==> src/rtl/snake_dir_scheduler.sv <==
// rtl/snake_dir_scheduler.sv - IR turn filter, holdoff rate limiter and per-tick turn queue for the snake engine
module snake_dir_scheduler #(
   parameter int         DEPTH          = 4,
   parameter int         HOLDOFF_CYCLES = 50000,
   parameter logic [1:0] INIT_DIR       = 2'd3
) (
   input  logic                   clk,
   input  logic                   reset_n,
   input  logic                   start,
   input  logic                   game_over,
   input  logic                   cmd_valid,
   input  logic [1:0]             cmd_dir,
   input  logic                   tick,
   output logic [1:0]             cur_dir,
   output logic                   dir_update,
   output logic                   running,
   output logic [$clog2(DEPTH):0] queue_count,
   output logic [7:0]             drop_count
);

   localparam int AW = $clog2(DEPTH);
   localparam int CW = AW + 1;
   localparam int HW = (HOLDOFF_CYCLES > 1) ? $clog2(HOLDOFF_CYCLES + 1) : 1;

   localparam logic [HW-1:0] HOLD_LOAD  = HW'(HOLDOFF_CYCLES);
   localparam logic [CW-1:0] FULL_COUNT = CW'(DEPTH);

   localparam logic [0:0] ST_IDLE = 1'b0;
   localparam logic [0:0] ST_RUN  = 1'b1;

   logic [0:0]    state;
   logic [1:0]    mem [DEPTH];
   logic [AW-1:0] wr_ptr;
   logic [AW-1:0] rd_ptr;
   logic [AW-1:0] tail_idx;
   logic [HW-1:0] holdoff;

   logic       in_run;
   logic       flush;
   logic       fifo_empty;
   logic       fifo_full;
   logic [1:0] ref_dir;
   logic [1:0] opp_dir;
   logic       legal;
   logic       do_pop;
   logic       do_push;
   logic       do_drop;

   assign running = (state == ST_RUN);

   assign in_run     = (state == ST_RUN);
   assign flush      = start | game_over;
   assign fifo_empty = (queue_count == '0);
   assign fifo_full  = (queue_count == FULL_COUNT);
   assign tail_idx   = wr_ptr - AW'(1);

   // Turns are judged against the last queued turn, not the one currently applied.
   assign ref_dir = fifo_empty ? cur_dir : mem[tail_idx];
   assign opp_dir = {ref_dir[1], ~ref_dir[0]};

   assign do_pop = in_run && !flush && tick && !fifo_empty;

   always_comb begin
      legal = 1'b1;
      if (holdoff != '0) begin
         legal = 1'b0;
      end
      if (cmd_dir == ref_dir || cmd_dir == opp_dir) begin
         legal = 1'b0;
      end
      // A same-edge pop frees the slot this push needs.
      if (fifo_full && !do_pop) begin
         legal = 1'b0;
      end
   end

   assign do_push = in_run && !flush && cmd_valid && legal;
   assign do_drop = in_run && !flush && cmd_valid && !legal;

   always_ff @(posedge clk) begin
      if (do_push) begin
         mem[wr_ptr] <= cmd_dir;
      end
   end

   always_ff @(posedge clk or negedge reset_n) begin
      if (!reset_n) begin
         state       <= ST_IDLE;
         cur_dir     <= INIT_DIR;
         dir_update  <= 1'b0;
         wr_ptr      <= '0;
         rd_ptr      <= '0;
         queue_count <= '0;
         drop_count  <= '0;
         holdoff     <= '0;
      end else begin
         dir_update <= 1'b0;
         if (holdoff != '0) begin
            holdoff <= holdoff - HW'(1);
         end

         if (game_over) begin
            state       <= ST_IDLE;
            wr_ptr      <= '0;
            rd_ptr      <= '0;
            queue_count <= '0;
         end else if (start) begin
            state       <= ST_RUN;
            wr_ptr      <= '0;
            rd_ptr      <= '0;
            queue_count <= '0;
            cur_dir     <= INIT_DIR;
            holdoff     <= '0;
            drop_count  <= '0;
         end else begin
            if (do_pop) begin
               cur_dir    <= mem[rd_ptr];
               rd_ptr     <= rd_ptr + AW'(1);
               dir_update <= 1'b1;
            end
            if (do_push) begin
               wr_ptr  <= wr_ptr + AW'(1);
               holdoff <= HOLD_LOAD;
            end
            if (do_drop && drop_count != 8'hFF) begin
               drop_count <= drop_count + 8'd1;
            end
            case ({do_push, do_pop})
               2'b10:   queue_count <= queue_count + CW'(1);
               2'b01:   queue_count <= queue_count - CW'(1);
               default: queue_count <= queue_count;
            endcase
         end
      end
   end

endmodule

==> config.mk <==
export PLATFORM = sky130hd
export DESIGN_NAME = snake_dir_scheduler
export DESIGN_NICKNAME = d
export VERILOG_FILES = /design/src/rtl/snake_dir_scheduler.sv
export SDC_FILE = /design/constraint.sdc
export NUM_CORES = 1
export LEC_CHECK = 0
export CORE_ASPECT_RATIO = 2
export CORE_MARGIN = 2
export CORE_UTILIZATION = 55
export CTS_CLUSTER_DIAMETER = 50
export DETAILED_ROUTE_END_ITERATION = 10
export DONT_BUFFER_PORTS = 1
export GPL_TIMING_DRIVEN = 0
export PLACE_DENSITY = 0.74
export SLEW_MARGIN = 20
export SYNTH_ARGS = -nofsm -noshare
export SYNTH_HDL_FRONTEND = slang
export SYNTH_SLANG_ARGS = --single-unit
==> constraint.sdc <==
create_clock -name clk -period 4 [get_ports clk]
set_input_delay 0.8 -clock clk [delete_from_list [all_inputs] [get_ports clk]]
set_output_delay 0.8 -clock clk [all_outputs]
set_load 0.02 [all_outputs]
-- Yosys cells after proc, flatten, opt, wreduce, memory -nomap -nowiden
Memories as Yosys holds them, arrays and structs flattened.
Cells that the tools add are included.
- flip-flop bits (word level): 35
- memories kept: 1
- output and inout port bits: 15
- word-level logic and storage cells: 76
- RAM bits: 8
- bitwise logic cells: 3
- add/subtract/negate cells: 7
- muxes and demuxes: 28
- reduce and logical (&&, ||, !) cells: 23
- eq/ne operators: 6
- memories (memory ; depth ; bits a word ; rd ports ; clocked after memory_dff ; wr ports ; RTL line ; RTL):
    mem ; 4 ; 2 ; 2 ; 0 ; 1 ; 32 ; logic [1:0] mem [DEPTH];
- operators by type and width (operator ; count):
    2-to-1 mux 16 bit ; 4
    2-to-1 mux 2 bit ; 9
    2-to-1 mux 8 bit ; 2
    nonzero test 16 bit ; 1
    subtractor 16 x 1 -> 16 bit, second input constant ; 1
    2-to-1 mux 1 bit ; 10
    adder 8 x 1 -> 8 bit, second input constant ; 1
    logical AND 1 bit ; 8
    inequality test 8 bit, second input constant ; 1
    2-to-1 mux 3 bit ; 2
    one-hot mux 3 bit (2 select lines) ; 1
    nonzero test 2 bit ; 3
    nonzero test 3 bit ; 2
    adder 2 x 1 -> 2 bit, second input constant ; 2
    == test 2 bit ; 2
    logical NOT 1 bit ; 4
    AND reduction 2 bit ; 2
    nonzero test 4 bit ; 1
    adder 3 x 1 -> 3 bit, second input constant ; 1
    == test 3 bit, second input constant ; 1
    logical NOT 3 bit ; 1
    subtractor 3 x 1 -> 3 bit, second input constant ; 1
    == test 2 x 1 -> 1 bit, second input constant ; 1
    == test 2 bit, second input constant ; 1
    4 further kinds ; 5

-- Longest topological paths before layout
Gate-level depths: netlist of run 1.
- depth in word-level cells: 13
- depth in mapped cells: 12
- depth with buffers taken out: 12

-- Worst setup path after synthesis of run 1
Ideal clock, no wire load.
- path kind: flip-flop to flip-flop
- from: reg wr_ptr[0]
- to: reg queue_count[2]
- arrival time: 2.990 ns
- required time: 3.922 ns
- path buffers: 0
- cell stages (with the launch flop): 13
- clock period less this slack: 3.068 ns
- library setup time: 0.078 ns
- setup slack: 0.932 ns
- cell sequence: dfrtp_1 > inv_1 > ha_1 > mux4_2 > mux2i_1 > xnor2_1 > and3_1 > inv_2 > ha_1 > fa_1 > xnor2_1 > or3_1 > a21oi_1
- longest elaborated chain between the ends: 13
- RTL lines (what ; RTL line ; RTL):
    from (decl) ; 33 ; logic [AW-1:0] wr_ptr;
    from (signal assigned) ; 122 ; wr_ptr <= wr_ptr + AW'(1);
    subtractor 2 x 1 -> 2 bit (*) ; 55 ; assign tail_idx = wr_ptr - AW'(1);
    memory (4 x 2 bit) (*) ; n/a ;
    2-to-1 mux 2 bit (*) ; 58 ; assign ref_dir = fifo_empty ? cur_dir : mem[tail_idx];
    inverter 1 bit ; 59 ; assign opp_dir = {ref_dir[1], ~ref_dir[0]};
    == test 2 bit ; 68 ; if (cmd_dir == ref_dir || cmd_dir == opp_dir) begin
    logical OR 1 bit (*) ; 68 ;
    2-to-1 mux 1 bit (*) ; 68 ;
    2-to-1 mux 1 bit (*) ; 72 ; if (fifo_full && !do_pop) begin
    logical AND 1 bit (*) ; 77 ; assign do_push = in_run && !flush && cmd_valid && legal;
    == test 2 x 1 -> 1 bit / == test 2 bit (equally long branches) ; 128 ; case ({do_push, do_pop})
    one-hot mux 3 bit (2 select lines) ; 128 ;
    2-to-1 mux 3 bit ; 107 ; end else if (start) begin
    2-to-1 mux 3 bit ; 102 ; if (game_over) begin
    to (signal assigned) ; 129 ; 2'b10: queue_count <= queue_count + CW'(1);
    to (signal assigned) ; 130 ; 2'b01: queue_count <= queue_count - CW'(1);
    to (signal assigned) ; 131 ; default: queue_count <= queue_count;
    to (decl) ; 17 ; output logic [$clog2(DEPTH):0] queue_count,
Mark *: on every way between the ends. The rest lies on a longest branch, timed or not.
A chain may end at the register's enable or synchronous reset.

-- Final worst setup path of run 1
- from: reg queue_count[0]
- to: reg queue_count[2]
- longest elaborated chain between the ends: 12
- RTL lines (what ; RTL line ; RTL):
    logical NOT 3 bit ; 53 ; assign fifo_empty = (queue_count == '0);
    2-to-1 mux 2 bit ; 58 ;
    inverter 1 bit ; 59 ;
    == test 2 bit ; 68 ;
    logical OR 1 bit ; 68 ;
    2-to-1 mux 1 bit ; 68 ;
    2-to-1 mux 1 bit ; 72 ;
    logical AND 1 bit ; 77 ;
    == test 2 x 1 -> 1 bit / == test 2 bit (equally long branches) ; 128 ;
    one-hot mux 3 bit (2 select lines) ; 128 ;
    2-to-1 mux 3 bit ; 107 ;
    2-to-1 mux 3 bit ; 102 ;
Several ways; a longest one is shown, not always the timed one.

==> results of run 1 <==
## sequential cells by signal, indices dropped and copies added, names as in the netlist
name / cells
rd_ptr: 2
queue_count: 3
wr_ptr: 2
mem: 8
cur_dir: 2
dir_update: 1
drop_count: 8
running: 1
holdoff: 16
## power breakdown
part / internal (mW) / leakage, nW / total [mW] / switching (mW)
combinational: 0.180 / 0.463 / 0.399 / 0.218
clock: 0.123 / 0.0422 / 0.265 / 0.142
sequential: 0.515 / 0.538 / 0.598 / 0.0823
total: 0.818 / 1.04 / 1.26 / 0.442
## cells by family (layout without fill, tap and decap cells)
kind of cell               after synthesis  count (layout)  share of synthesized area
muxes                                    7               7                    0.04666
DFF                                     43              43                     0.4851
AOI/OAI and AO/OA                       28              28                    0.08573
and+or+nand+nor                        101             101                     0.2349
adders and majority gates                9               9                    0.05209
buffers and inverters                   14              22                    0.02713
xor gates and xnor gates                18              18                    0.06837
## critical path, cell delays in order, from the launching register on
cell and delay, ps:
dfrtp_1 520, nor3_1 600, mux2i_1 430, xnor2_1 250, and3_1 360, inv_2 100
ha_1 230, fa_1 380, xnor2_1 140, or3_1 300, a21oi_1 150
## cell type report
type                       count  area share
clock inverter                 1    0.002041
buffer                         7     0.01480
inverter                       7     0.01071
tap                           52     0.02653
sequential                    43      0.4561
multi-input combinational    163      0.4587
clock buffer                   7     0.03112
## cell usage after synthesis (all sizes together), types with 7 or more instances
| master | count |
|---|---|
| dfrtp | 33 |
| ha | 8 |
| nand2 | 16 |
| o21ai | 9 |
| a21oi | 8 |
| xnor2 | 12 |
| edfxtp | 8 |
| inv | 7 |
| nor2 | 34 |
| nor4 | 7 |
## metrics by stage
| step | utilization | instance area, µm² | worst slack (ps) | total power [mW] | hold slack, ps |
|---|---|---|---|---|---|
| finish | 0.6061 | 2452 | 458.0 | 1.261 | 194.6 |
| global route | 0.6061 | 2452 | 259.5 | 1.357 | 173.9 |
| CTS | 0.6061 | 2452 | 445.6 | 1.273 | 181.7 |
| detailed placement | 0.5860 | 2371 | 485.2 | 1.006 | 506.2 |
| global placement | 0.5860 | 2371 | 527.7 | 0.9992 | 506.0 |
| floorplan | - | 2306 | 932.3 | 0.9251 | 499.1 |
## worst max-delay path by stage
stage,cells past startpoint,endpoint,from,slack (ps)
after floorplan,12,queue_count[2],wr_ptr[0],930
after global placement,10,queue_count[2],queue_count[0],530
after detailed placement,10,queue_count[2],queue_count[0],490
after CTS,10,queue_count[2],queue_count[0],450
after global routing,10,queue_count[2],queue_count[0],260
final,10,queue_count[2],queue_count[0],460
## layer usage
metal,vias to the layer above,routed length (µm),share of wire
li1,790,-,-
met1,802,1738,0.38
met2,34,2519,0.56
met3,9,164,0.036
met4,0,102,0.023
met5,-,0,0
==> flow_metrics.env, run 1 <==
export IMPL_grt_max_degree=36
export IMPL_crit_fanout=7
export IMPL_rsz0062_at_grt="false"
export IMPL_multi_input_area_mm2=0.001125
export IMPL_synth_edf_count=8
export IMPL_mappedNetlistArea_mm2=0.002306
export IMPL_top_usage_layer="met2"
export IMPL_setup_viol=0
export IMPL_drt_iter0_drc=22
export IMPL_postRouteAntennaNets=0
export IMPL_ctsHoldBuffers=0
export IMPL_numCtsBuffers=5
export IMPL_num_rows=33
export IMPL_area_growth_pct=6.348
export IMPL_first_pass_iters=4
export IMPL_mostFrequentLayoutCells="nor2_1 (34), dfrtp_1 (33), nand2_1 (16)"
export IMPL_cts_clk_slew_worst_paths_ps=80
export IMPL_fmaxAchievable_mhz=282.3
export IMPL_synth_top_flop_cell="dfrtp_1"
export IMPL_antenna_found_initial=0
export IMPL_grt_ovfl_total=0
export IMPL_worst_setup_path_end_kind="flop"
export IMPL_nNetsFinal=244
export IMPL_slew_headroom=0.5645
export IMPL_core_area_mm2=0.004046
export IMPL_cts_setup_buffers=0
export IMPL_numPortBuffers=0
export IMPL_antenna_cells=0
export IMPL_synth_seq_area_share=0.4851
export IMPL_track_usage=0.2099
export IMPL_grt_util_met1=0.2141
export IMPL_avgViaCountPerCell=5.839
export IMPL_fin_setup_tns_ps=0
export IMPL_io_pins=23
export IMPL_fillers=380
export IMPL_critPathKind="flop to flop"
export IMPL_ys_seq_elements=43
export IMPL_irDropWorstVdd_v=0.0003265
export IMPL_route_detailed_drc=0
export IMPL_power_leakage_nw=1.043
export IMPL_cts_tree="done"
export IMPL_use_met2=0.3956
export IMPL_synth_cells=220
export IMPL_hpwl_mm=3.401
export IMPL_totalWireLength_mm=4.524
export IMPL_postCtsResizedCells=0
export IMPL_seq_area_mm2=0.001119
export IMPL_clk_latency_ps=290
export IMPL_synthArstFlopShare=0.8140
export IMPL_min_period_ps=3542
export IMPL_slew_violations=0
export IMPL_layoutNonFillerInstCount=280
export IMPL_status="complete, no violations"
export IMPL_worstRegToRegCells=10
export IMPL_die_h_um=95.57
export IMPL_rr_endpoint="queue_count[2]"
export IMPL_hold_path_class="input pin to async pin"
export IMPL_yosys_area_top_type_share=0.3581
export IMPL_worst_ep_required_time_ps=4220
export IMPL_grt_pass1_vias=1604
export IMPL_ys_types=43
export IMPL_drv_cap=0
export IMPL_tightest_slew_ps=648.2
export IMPL_wl_per_cell_um=16.16
export IMPL_initial_core_util=0.5699
export IMPL_fin_worst_skew_ps=4.693
export IMPL_die_w_um=49.79
export IMPL_htreeDepth=2
export IMPL_vias=1635
export IMPL_final_common_cell="nor2_1"
export IMPL_power_density_mw_per_mm2=514.1
export IMPL_fin_crit_sh=0.8855
export IMPL_grt_first_pass_wirelength_mm=7.472
export IMPL_cts_root_buf="clkbuf_8"
export IMPL_crit_reg2reg_launch="queue_count[0]"
export IMPL_ys_warn_count=0
export IMPL_start_kind="flop"
export IMPL_grt_use_met3=0.04545
export IMPL_place_congestion=0.7698
export IMPL_place_inst=272
export IMPL_clockBufferDepth=2
export IMPL_hold_violations=0
export IMPL_drive_gt1_frac=0.1009
export IMPL_cp_data_arrival_time_ps=3760
export IMPL_synth_nets=237
export IMPL_reg2reg_slack_ps=460
export IMPL_numClockSinks=43
export IMPL_ys_top_cells_by_area="dfrtp_1 (36%), edfxtp_1 (10%), nor2_1 (5.5%), xnor2_1 (4.6%), ha_1 (4.3%)"
export IMPL_synth_top_area_cell="dfrtp_1"
export IMPL_fp_dieArea_mm2=0.004758
export IMPL_synth_area_per_cell_um2=10.48
(Power assumes the default switching activity.)
==> run 2, diff against run 1 <==
--- a/config.mk
+++ b/config.mk
@@ -7,12 +7,12 @@
 export LEC_CHECK = 0
 export CORE_ASPECT_RATIO = 2
 export CORE_MARGIN = 2
-export CORE_UTILIZATION = 55
+export CORE_UTILIZATION = 63
 export CTS_CLUSTER_DIAMETER = 50
 export DETAILED_ROUTE_END_ITERATION = 10
 export DONT_BUFFER_PORTS = 1
 export GPL_TIMING_DRIVEN = 0
-export PLACE_DENSITY = 0.74
+export PLACE_DENSITY = 0.83
 export SLEW_MARGIN = 20
 export SYNTH_ARGS = -nofsm -noshare
 export SYNTH_HDL_FRONTEND = slang
==> run 2 against run 1 <==
Compared with the run above:
- non-clock buffer count unchanged
- largest power group unchanged
- flip-flop and latch count unchanged
- global-route usage up 4.0 points
- sequential share of layout area about the same
- clock skew up 4.3 ps
==> flow_metrics.env, run 2 (same netlist as run 1, synthesis figures left out) <==
export IMPL_status="complete, no violations"
export IMPL_num_rows=31
export IMPL_power_leakage_nw=1.049
export IMPL_final_common_cell="nor2_1"
export IMPL_grt_max_degree=36
export IMPL_first_pass_iters=4
export IMPL_fin_crit_sh=0.8936
export IMPL_cp_data_arrival_time_ps=3790
export IMPL_fillers=304
export IMPL_finalPower_mw=1.275
export IMPL_route_detailed_drc=0
export IMPL_tightest_slew_ps=653.3
export IMPL_largest_reg_flops=16
export IMPL_slew_violations=0
export IMPL_numCtsBuffers=5
export IMPL_drv_cap=0
export IMPL_fp_dieArea_mm2=0.004190
export IMPL_hpwl_mm=3.377
export IMPL_wl_per_cell_um=16.56
export IMPL_track_usage=0.2500
export IMPL_postCtsResizedCells=0
export IMPL_cts_clk_slew_worst_paths_ps=80
export IMPL_initial_core_util=0.6462
export IMPL_irDropWorstVdd_v=0.0003496
export IMPL_grt_pass1_vias=1719
export IMPL_reg_top3="holdoff x16, drop_count x8, mem x8"
export IMPL_mostFrequentLayoutCells="nor2_1 (34), dfrtp_1 (33), nand2_1 (16)"
export IMPL_regMostFlops="holdoff"
export IMPL_antenna_cells=0
export IMPL_place_congestion=0.8080
export IMPL_vias=1654
export IMPL_fmaxAchievable_mhz=279.8
export IMPL_cts_tree="done"
export IMPL_htreeDepth=2
export IMPL_worst_ep_required_time_ps=4220
export IMPL_drive_gt1_frac=0.1096
export IMPL_fin_worst_skew_ps=8.998
export IMPL_numClockSinks=43
export IMPL_fin_ws_ps=425.7
export IMPL_grt_ovfl_total=0
export IMPL_power_density_mw_per_mm2=520.2
export IMPL_totalWireLength_mm=4.587
export IMPL_hold_violations=0
export IMPL_antenna_found_initial=0
export IMPL_drt_iter0_drc=61
export IMPL_crit_fanout=7
export IMPL_worst_setup_path_end_kind="flop"
export IMPL_clockBufferDepth=2
export IMPL_hold_path_class="input pin to async pin"
export IMPL_die_h_um=89.56
export IMPL_fin_setup_tns_ps=0
export IMPL_crit_chain="nor3_1 -> mux2i_1 -> xnor2_1 -> and3_1 -> inv_2 -> ha_1 -> fa_1 -> xnor2_1 -> or3_1 -> a21oi_1"
export IMPL_numPortBuffers=0
export IMPL_clk_latency_ps=300
export IMPL_rsz0062_at_grt="false"
export IMPL_slew_headroom=0.5597
export IMPL_avgViaCountPerCell=5.971
export IMPL_place_inst=269
export IMPL_slowest_stage="nor3_1"
export IMPL_postRouteAntennaNets=0
export IMPL_start_kind="flop"
export IMPL_area_growth_pct=6.294
export IMPL_cts_root_buf="clkbuf_8"
export IMPL_core_area_mm2=0.003568
export IMPL_place_ws_ps=443.6
export IMPL_min_period_ps=3574
export IMPL_grt_first_pass_wirelength_mm=7.500
export IMPL_critPathKind="flop to flop"
export IMPL_cpMostUsedCell="xnor2_1"
export IMPL_cts_setup_buffers=0
export IMPL_setup_viol=0
export IMPL_layoutNonFillerInstCount=277
export IMPL_nNetsFinal=244
export IMPL_ctsHoldBuffers=0
export IMPL_io_pins=23
export IMPL_die_w_um=46.78
export IMPL_max_stage_delay_ps=590
-- run 2: critical path: cells and delay by family, from the launching register on --
| kind | cells | cell delay (ps) |
|---|---|---|
| buffers and inverters | 1 | 100 |
| flip-flops | 1 | 510 |
| AO/OA/AOI/OAI | 1 | 140 |
| AND/OR/NAND/NOR | 3 | 1260 |
| XOR/XNOR | 2 | 400 |
| adder cells (fa/ha/maj) | 2 | 610 |
| multiplexers | 1 | 480 |
-- run 2: metal layers --
metal	part of all wire	up-vias	GRT usage	wire (µm)
met3	0.037	15	0.05051	168
met4	0.034	0	0.1313	154
met1	0.35	806	0.2382	1604
li1	-	793	-	-
met2	0.58	40	0.4645	2659
met5	0	-	0	0
-- run 2: report_power, final --
group	switching, mW	total, mW	internal (mW)
Clock	0.143	0.262	0.119
Sequential	0.0857	0.601	0.515
Combinational	0.230	0.412	0.181
-- run 2: per-stage QoR --
stage / utilization / hold WS, ps / instance area [µm²]
2_1_floorplan: - / 499.1 / 2306
3_3_place_gp: 0.6634 / 506.0 / 2367
3_5_place_dp: 0.6634 / 505.9 / 2367
4_1_cts: 0.6869 / 183.8 / 2451
5_1_grt: 0.6869 / 174.4 / 2451
6_report: 0.6869 / 187.0 / 2451
-- run 2: path summary, 6_finish.rpt --
check	depth (start not counted)	slack (ps)	start	end
min in group clk	2	550	holdoff[5]	holdoff[5]
max in group asynchronous	0	3620	reset_n	cur_dir[1]
hold / removal	0	190	reset_n	drop_count[7]
setup / recovery	10	430	queue_count[0]	queue_count[2]
hold reg to reg	2	550	holdoff[5]	holdoff[5]
setup reg to reg	10	430	queue_count[0]	queue_count[2]
-- run 2: cell type report --
class	instances	area [µm²]	share of cell area
plain buffers	7	36.28	0.01480
clock buffers	5	68.82	0.02808
clock inverters	3	15.01	0.006126
inverters	7	26.28	0.01072
multi-input cells	163	1125	0.4589
flip-flops and latches	43	1119	0.4564
well taps	49	61.31	0.02501
==> run 3, diff against run 2 <==
--- a/config.mk
+++ b/config.mk
@@ -12,6 +12,7 @@
 export DETAILED_ROUTE_END_ITERATION = 10
 export DONT_BUFFER_PORTS = 1
 export GPL_TIMING_DRIVEN = 0
+export MAX_ROUTING_LAYER = met4
 export PLACE_DENSITY = 0.83
 export SLEW_MARGIN = 20
 export SYNTH_ARGS = -nofsm -noshare
==> run 3 against run 2 <==
Compared with the run above:
- routed wire length did not move
- largest cell class unchanged
- power decreased by 0.11%
- via count hardly changed
- largest power group unchanged
- combinational power about the same
==> flow_metrics.env, run 3 (same netlist as run 1, synthesis figures left out) <==
export IMPL_ctsHoldBuffers=0
export IMPL_drive_gt1_frac=0.1096
export IMPL_die_h_um=89.56
export IMPL_place_inst=269
export IMPL_reg_top3="holdoff x16, drop_count x8, mem x8"
export IMPL_cts_root_buf="clkbuf_8"
export IMPL_cp_top_family="simple AND/OR/NAND/NOR gates"
export IMPL_postRouteAntennaNets=0
export IMPL_track_usage=0.2567
export IMPL_numPortBuffers=0
export IMPL_slew_violations=0
export IMPL_cts_setup_buffers=0
export IMPL_crit_fanout=7
export IMPL_crit_chain="nor3_1 -> mux2i_1 -> xnor2_1 -> and3_1 -> inv_2 -> ha_1 -> fa_1 -> xnor2_1 -> or3_1 -> a21oi_1"
export IMPL_initial_core_util=0.6462
export IMPL_fillers=304
export IMPL_first_pass_iters=4
export IMPL_power_density_mw_per_mm2=519.6
export IMPL_slew_headroom=0.5693
export IMPL_layoutNonFillerInstCount=277
export IMPL_worstRegToRegCells=10
export IMPL_cts_clk_slew_worst_paths_ps=80
export IMPL_hold_path_class="input pin to async pin"
export IMPL_fin_ws_ps=430.8
export IMPL_area_growth_pct=6.294
export IMPL_core_area_mm2=0.003568
export IMPL_min_period_ps=3569
export IMPL_wl_per_cell_um=16.56
export IMPL_finalPower_mw=1.274
export IMPL_fin_crit_sh=0.8923
export IMPL_rr_endpoint="queue_count[2]"
export IMPL_max_stage_delay_ps=580
export IMPL_mostFrequentLayoutCells="nor2_1 (34), dfrtp_1 (33), nand2_1 (16)"
export IMPL_htreeDepth=2
export IMPL_regMostFlops="holdoff"
export IMPL_seq_area_mm2=0.001119
export IMPL_fp_dieArea_mm2=0.004190
export IMPL_antenna_cells=0
export IMPL_status="complete, no violations"
export IMPL_drt_iter0_drc=57
export IMPL_cp_num_buf_inv=1
export IMPL_worst_setup_path_end_kind="flop"
export IMPL_io_pins=23
export IMPL_place_ws_ps=443.6
export IMPL_slowest_stage="nor3_1"
export IMPL_cp_data_arrival_time_ps=3790
export IMPL_irDropWorstVdd_v=0.0003475
export IMPL_grt_max_degree=36
export IMPL_totalWireLength_mm=4.587
export IMPL_final_common_cell="nor2_1"
export IMPL_grt_first_pass_wirelength_mm=7.486
export IMPL_multi_input_area_mm2=0.001125
export IMPL_nNetsFinal=244
export IMPL_power_leakage_nw=1.049
export IMPL_route_detailed_drc=0
export IMPL_largest_reg_flops=16
export IMPL_postCtsResizedCells=0
export IMPL_avgViaCountPerCell=5.968
export IMPL_rsz0062_at_grt="false"
export IMPL_antenna_found_initial=0
export IMPL_fin_worst_skew_ps=9.184
export IMPL_numCtsBuffers=5
export IMPL_num_rows=31
export IMPL_crit_reg2reg_launch="queue_count[0]"
export IMPL_clk_latency_ps=300
export IMPL_drv_cap=0
export IMPL_worst_ep_required_time_ps=4220
export IMPL_setup_viol=0
export IMPL_grt_pass1_vias=1722
export IMPL_hold_violations=0
export IMPL_grt_ovfl_total=0
export IMPL_die_w_um=46.78
export IMPL_critPathKind="flop to flop"
export IMPL_start_kind="flop"
export IMPL_place_congestion=0.8198
export IMPL_numClockSinks=43
export IMPL_tightest_slew_ps=639.0
export IMPL_fin_setup_tns_ps=0
export IMPL_vias=1653
export IMPL_reg2reg_slack_ps=430
export IMPL_fmaxAchievable_mhz=280.2
export IMPL_clockBufferDepth=2
export IMPL_cpMostUsedCell="xnor2_1"
export IMPL_hpwl_mm=3.377
export IMPL_cts_tree="done"
-- run 3: cell counts in the layout (fill, tap and decap cells not counted) --
No cell type changed its count.
-- run 3: final cells by class --
cell class | instances | area share
plain buffers | 7 | 0.01480
clock buffers | 5 | 0.02808
clock inverters | 3 | 0.006126
inverters | 7 | 0.01072
multi-input cells | 163 | 0.4589
flip-flops and latches | 43 | 0.4564
well taps | 49 | 0.02501
-- run 3: power breakdown --
part	internal (mW)	total, mW	switching, mW
combinational	0.181	0.411	0.229
sequential	0.515	0.601	0.0859
clock	0.119	0.262	0.142
total	0.816	1.27	0.457
-- run 3: worst max path at each step --
stage | startpoint | end | slack [ps] | depth (start not counted)
6_report | queue_count[0] | queue_count[2] | 430 | 10
5_1_grt | queue_count[1] | queue_count[2] | 200 | 10
4_1_cts | queue_count[0] | queue_count[2] | 420 | 10
3_5_place_dp | queue_count[0] | queue_count[2] | 440 | 10
3_3_place_gp | queue_count[0] | queue_count[2] | 560 | 10
2_1_floorplan | wr_ptr[0] | queue_count[2] | 930 | 12
-- run 3: routing by layer --
layer / GRT usage / share of wire / vias to the layer above
li1: - / - / 793
met1: 0.2356 / 0.36 / 809
met4: 0.1313 / 0.031 / 0
met5: - / 0 / -
met2: 0.4695 / 0.58 / 36
met3: 0.04444 / 0.033 / 15
-- run 3: per-stage QoR --
stage / hold slack, ps / util / instance area, µm²
floorplan: 499.1 / - / 2306
global placement: 506.0 / 0.6634 / 2367
detailed placement: 505.9 / 0.6634 / 2367
CTS: 183.8 / 0.6869 / 2451
global route: 176.4 / 0.6869 / 2451
finish: 188.3 / 0.6869 / 2451
==> variant 1, RTL diff (config.mk and constraints of run 3) <==
Register the output `queue_count` once more; this adds one clock of latency there. The other outputs are not delayed to match.
--- a/src/rtl/snake_dir_scheduler.sv
+++ b/src/rtl/snake_dir_scheduler.sv
@@ -28,6 +28,8 @@
    localparam logic [0:0] ST_IDLE = 1'b0;
    localparam logic [0:0] ST_RUN  = 1'b1;
 
+   logic [$clog2(DEPTH):0] queue_count_s0;
+
    logic [0:0]    state;
    logic [1:0]    mem [DEPTH];
    logic [AW-1:0] wr_ptr;
@@ -50,8 +52,8 @@
 
    assign in_run     = (state == ST_RUN);
    assign flush      = start | game_over;
-   assign fifo_empty = (queue_count == '0);
-   assign fifo_full  = (queue_count == FULL_COUNT);
+   assign fifo_empty = (queue_count_s0 == '0);
+   assign fifo_full  = (queue_count_s0 == FULL_COUNT);
    assign tail_idx   = wr_ptr - AW'(1);
 
    // Turns are judged against the last queued turn, not the one currently applied.
@@ -90,7 +92,7 @@
          dir_update  <= 1'b0;
          wr_ptr      <= '0;
          rd_ptr      <= '0;
-         queue_count <= '0;
+         queue_count_s0 <= '0;
          drop_count  <= '0;
          holdoff     <= '0;
       end else begin
@@ -103,12 +105,12 @@
             state       <= ST_IDLE;
             wr_ptr      <= '0;
             rd_ptr      <= '0;
-            queue_count <= '0;
+            queue_count_s0 <= '0;
          end else if (start) begin
             state       <= ST_RUN;
             wr_ptr      <= '0;
             rd_ptr      <= '0;
-            queue_count <= '0;
+            queue_count_s0 <= '0;
             cur_dir     <= INIT_DIR;
             holdoff     <= '0;
             drop_count  <= '0;
@@ -126,13 +128,17 @@
                drop_count <= drop_count + 8'd1;
             end
             case ({do_push, do_pop})
-               2'b10:   queue_count <= queue_count + CW'(1);
-               2'b01:   queue_count <= queue_count - CW'(1);
-               default: queue_count <= queue_count;
+               2'b10:   queue_count_s0 <= queue_count_s0 + CW'(1);
+               2'b01:   queue_count_s0 <= queue_count_s0 - CW'(1);
+               default: queue_count_s0 <= queue_count_s0;
             endcase
          end
       end
    end
 
+   always_ff @(posedge clk) begin
+      queue_count <= queue_count_s0;
+   end
+
 endmodule
 
Behaviour: not the same (a bounded check fails within 4 cycles, from zero or initial values and one cycle with reset_n low).
==> variant 1 against run 3 <==
- wire length down 0.98%
- power up 4.1%
- sequential cell count up 3
- die area up 5.1%
- worst setup slack better by 0.063 ns
- cell area up 5.7%
- worst hold slack worse by 0.0046 ns
- sequential share of layout area down 0.15 points
- synthesized area up 5.5%
- first-iteration DRC count down 49%
- synthesized cell count down 0.45%
- critical endpoint is now queue_count_s0[2]
- highest routed layer unchanged
==> variant 1: results (changes against run 3) <==
| Metric | Value |
|---|---|
| Worst setup path end | `queue_count_s0[2] (was queue_count[2])` |
| GR Layer Usage met2 | `0.390 (was 0.469)` |
| Core region area | `3760 um^2 (was 3570 um^2)` |
| Mux contribution to synthesized area | `0.0504 (was 0.0467)` |
| Top area cells in the synthesized netlist | `dfrtp_1, edfxtp_1, nor2_1 (unchanged)` |
| Leak | `1.08 nW (was 1.05 nW)` |
| Worst reg2reg path startpoint | `wr_ptr[0] (was queue_count[0])` |
| Post-synthesis xor/xnor area fraction | `0.0684 (about the same)` |
| Arithmetic-cell share of the synthesized area counting full adders, half adders and majority gates | `0.0494 (was 0.0521)` |
| Vias in the first global route | `1789 (was 1722)` |
| Count of different cell masters after synthesis | `57 (was 43)` |
| Upper clock frequency limit | `285 MHz (was 280 MHz)` |
| Slack of the worst reg-to-reg path | `0.49 ns (was 0.43 ns)` |
| Post-synthesis sequential area ratio | `0.485 (about the same)` |
| Worst setup skew after layout | `0.00622 ns (was 0.00918 ns)` |
| Fraction of the mapped netlist area in compound gates | `0.101 (was 0.0857)` |
| Post-Place Worst Slack | `0.511 ns (was 0.444 ns)` |
| Asr flop ratio synth | `0.761 (was 0.814)` |
| Portion of total power attributed to sequential cells | `0.457 (was 0.472)` |
| Power Internal | `0.863 mW (was 0.816 mW)` |
| GR met3 Demand/Resource | `0.0551 (was 0.0444)` |
| Stage delay of the slowest cell on the critical path | `0.44 ns (was 0.58 ns)` |
| Run status | `finished clean (unchanged)` |
| Detailed Route Iter0 Violations | `29 (was 57)` |
| HPWL Detailed | `3420 um (was 3380 um)` |
| Maximum vdd drop | `380 uV (was 348 uV)` |
| Relative max-transition margin | `0.605 (was 0.569)` |
| Global-route met1 utilization | `0.306 (was 0.236)` |
| Instance area after placement | `2500 um^2 (was 2370 um^2)` |
| Detailed-routed wire length on met2 | `2440 um (was 2650 um)` |
| Final-layout worst hold slack | `0.184 ns (was 0.188 ns)` |
| Final weighted congestion of routability-driven global placement | `0.803 (was 0.820)` |
| Synth cell count leaders | `dfrtp_1, nor2_1, inv_1, xnor2_1, a21oi_1 (was nor2_1, dfrtp_1, nand2_1, xnor2_1)` |
| Detailed-routed wire length on met3 | `200 um (was 151 um)` |
| M1 WL | `1820 um (was 1640 um)` |
| Gate family responsible for the most delay along the worst path | `adder cells (was simple AND/OR/NAND/NOR gates)` |
| Share of post-route cells with drive strength above 1 | `0.159 (was 0.110)` |
variant 1: cell count changes after synthesis, moves of 4 or more:
cell	run 3	this run
nand2b_1	5	1
nor3_1	6	1
nor4_1	7	3
nand3_1	2	7
nand2_1	16	9
and2_1	5	1
inv_1	5	13
variant 1: cell type report:
type	count	area (um^2)
buffer	6	47.5
clock buffer	6	82.6
clock inverter	2	12.5
fill	306	1170
inverter	13	48.8
multi-input combinational	154	1160
sequential	46	1180
tap	51	63.8
variant 1: stage by stage:
stage	std cells	utilization
2_1_floorplan	219	-
3_3_place_gp	270	0.663
3_5_place_dp	270	0.663
5_1_grt	278	0.688
6_report	278	0.688
4_1_cts	278	0.688
variant 1: cell families (layout without fill, tap and decap cells):
kind of cell	count (synthesis)	in the layout
AND/OR/NAND/NOR	86	86
adder cells (fa/ha/maj)	9	9
multiplexers	7	7
flip-flops	46	46
AO/OA/AOI/OAI	33	33
buffers and inverters	19	27
XOR/XNOR	19	19
==> variant 2, RTL diff (flow settings as in run 3) <==
Without the edit above. The parameter `HOLDOFF_CYCLES` goes from 50000 to 25000.
--- a/src/rtl/snake_dir_scheduler.sv
+++ b/src/rtl/snake_dir_scheduler.sv
@@ -1,7 +1,7 @@
 // rtl/snake_dir_scheduler.sv - IR turn filter, holdoff rate limiter and per-tick turn queue for the snake engine
 module snake_dir_scheduler #(
    parameter int         DEPTH          = 4,
-   parameter int         HOLDOFF_CYCLES = 50000,
+   parameter int         HOLDOFF_CYCLES = 25000,
    parameter logic [1:0] INIT_DIR       = 2'd3
 ) (
    input  logic                   clk,
Function: same outputs for any inputs over 10 cycles, from zero or initial values and one cycle with reset_n low; that may be too few to reach the edited logic, so the function may still have changed.
==> variant 2 against run 3 <==
- wire length up 1.3%
- die area down 2.5%
- synthesized cell count is 5.5% lower
- critical endpoint unchanged
- synthesized area is 2.7% lower
- critical path type unchanged
- worst setup slack improved by 0.014 ns
- final cell count is 4.7% lower
- sequential cell count decreased by 1
- largest cell class unchanged
- cell area fell by 1.3%
- clock skew fell by 0.0039 ns
- utilization up 2.1 points
- power down 0.35%
- global-route usage rose by 1.2 points
==> variant 2: results (changes against run 3) <==
| Metric | Value |
|---|---|
| Detailed-routed wire length on met3 | `129 um (was 151 um)` |
| Synth cell count leaders | `dfrtp_1, nor2_1, nand2_1, nor3_1 (was nor2_1, dfrtp_1, nand2_1, xnor2_1)` |
| Post-synthesis sequential area ratio | `0.487 (was 0.485)` |
| Detailed-routed wire length on met2 | `2660 um (was 2650 um)` |
| Asr flop ratio synth | `0.810 (was 0.814)` |
| Non-clock buffers, area share | `0.00724 (was 0.0148)` |
| Data arrival time of the critical path | `3.77 ns (was 3.79 ns)` |
| M1 WL | `1710 um (was 1640 um)` |
| Global-route met1 utilization | `0.252 (was 0.236)` |
| Synthesized Nets | `224 (was 237)` |
| Logic gate share of total power | `0.289 (was 0.323)` |
| Seq area share | `0.452 (was 0.456)` |
| Top area cells in the synthesized netlist | `dfrtp_1, edfxtp_1, ha_1 (was dfrtp_1, edfxtp_1, nor2_1)` |
| Worst reg2reg path startpoint | `holdoff[1] (was queue_count[0])` |
| Stage delay of the slowest cell on the critical path | `0.47 ns (was 0.58 ns)` |
| Clock tree cell share of total cell area | `0.0471 (was 0.0342)` |
| Final weighted congestion of routability-driven global placement | `0.850 (was 0.820)` |
| HPWL Detailed | `3430 um (was 3380 um)` |
| Worst Reg-to-Reg Cells | `12 (was 10)` |
| Net switching component of the power | `0.436 mW (was 0.457 mW)` |
| Post-layout nets | `231 (was 244)` |
| Final-layout worst hold slack | `0.189 ns (was 0.188 ns)` |
| GR met3 Demand/Resource | `0.0490 (was 0.0444)` |
| Number of inverters outside the clock class in the layout | `8 (was 7)` |
| First-pass GRT wire length | `7700 um (was 7490 um)` |
| Run status | `finished clean (unchanged)` |
| Share of the final layout cell area in multi-input gates | `0.456 (was 0.459)` |
| Largest registers | `holdoff: 15 flops, drop_count: 8 flops, mem: 8 flops (was holdoff: 16 flops, drop_count: 8 flops, mem: 8 flops)` |
| Critical Path Slowest Stage Cell | `or3b_2 (was nor3_1)` |
| Pin slew with the least headroom to its limit | `0.638 ns (was 0.639 ns)` |
| Routed vias/inst | `6.16 (was 5.97)` |
| Clock group power | `0.335 mW (was 0.262 mW)` |
| Share of post-route cells with drive strength above 1 | `0.125 (was 0.110)` |
| Multi-input logic cell count | `154 (was 163)` |
| Count of different cell masters after synthesis | `47 (was 43)` |
| Instance area after placement | `2300 um^2 (was 2370 um^2)` |
| Non-CTS buffers | `4 (was 7)` |
| Fill cells | `248 (was 304)` |
| Vias in the first global route | `1802 (was 1722)` |
| Core region area | `3420 um^2 (was 3570 um^2)` |
| Pin count of the biggest net entering global routing | `35 (was 36)` |
-- variant 2: worst max-delay path by stage --
stage          cells after the start  slack [ns]        endpoint
2_1_floorplan                     12        0.87  queue_count[2]
3_3_place_gp                      12        0.59  queue_count[2]
3_5_place_dp                      12        0.47  queue_count[2]
4_1_cts                           12        0.44  queue_count[2]
5_1_grt                           12        0.21  queue_count[2]
6_report                          12        0.44  queue_count[2]
-- variant 2: per-stage QoR --
step / total power, mW / instances / utilization / setup slack (ns)
final: 1.27 / 264 / 0.708 / 0.445
after global routing: 1.35 / 264 / 0.708 / 0.213
after CTS: 1.27 / 264 / 0.708 / 0.443
after detailed placement: 0.935 / 256 / 0.675 / 0.469
after global placement: 0.912 / 256 / 0.675 / 0.589
after floorplan: 0.852 / 208 / - / 0.866
-- variant 2: cell families after synthesis --
logic type / synth area share
simple gates: 0.207
flops: 0.487
compound gates: 0.114
xor+xnor: 0.0546
buf+inv: 0.0212
mux: 0.0674
fa+ha+maj: 0.0479
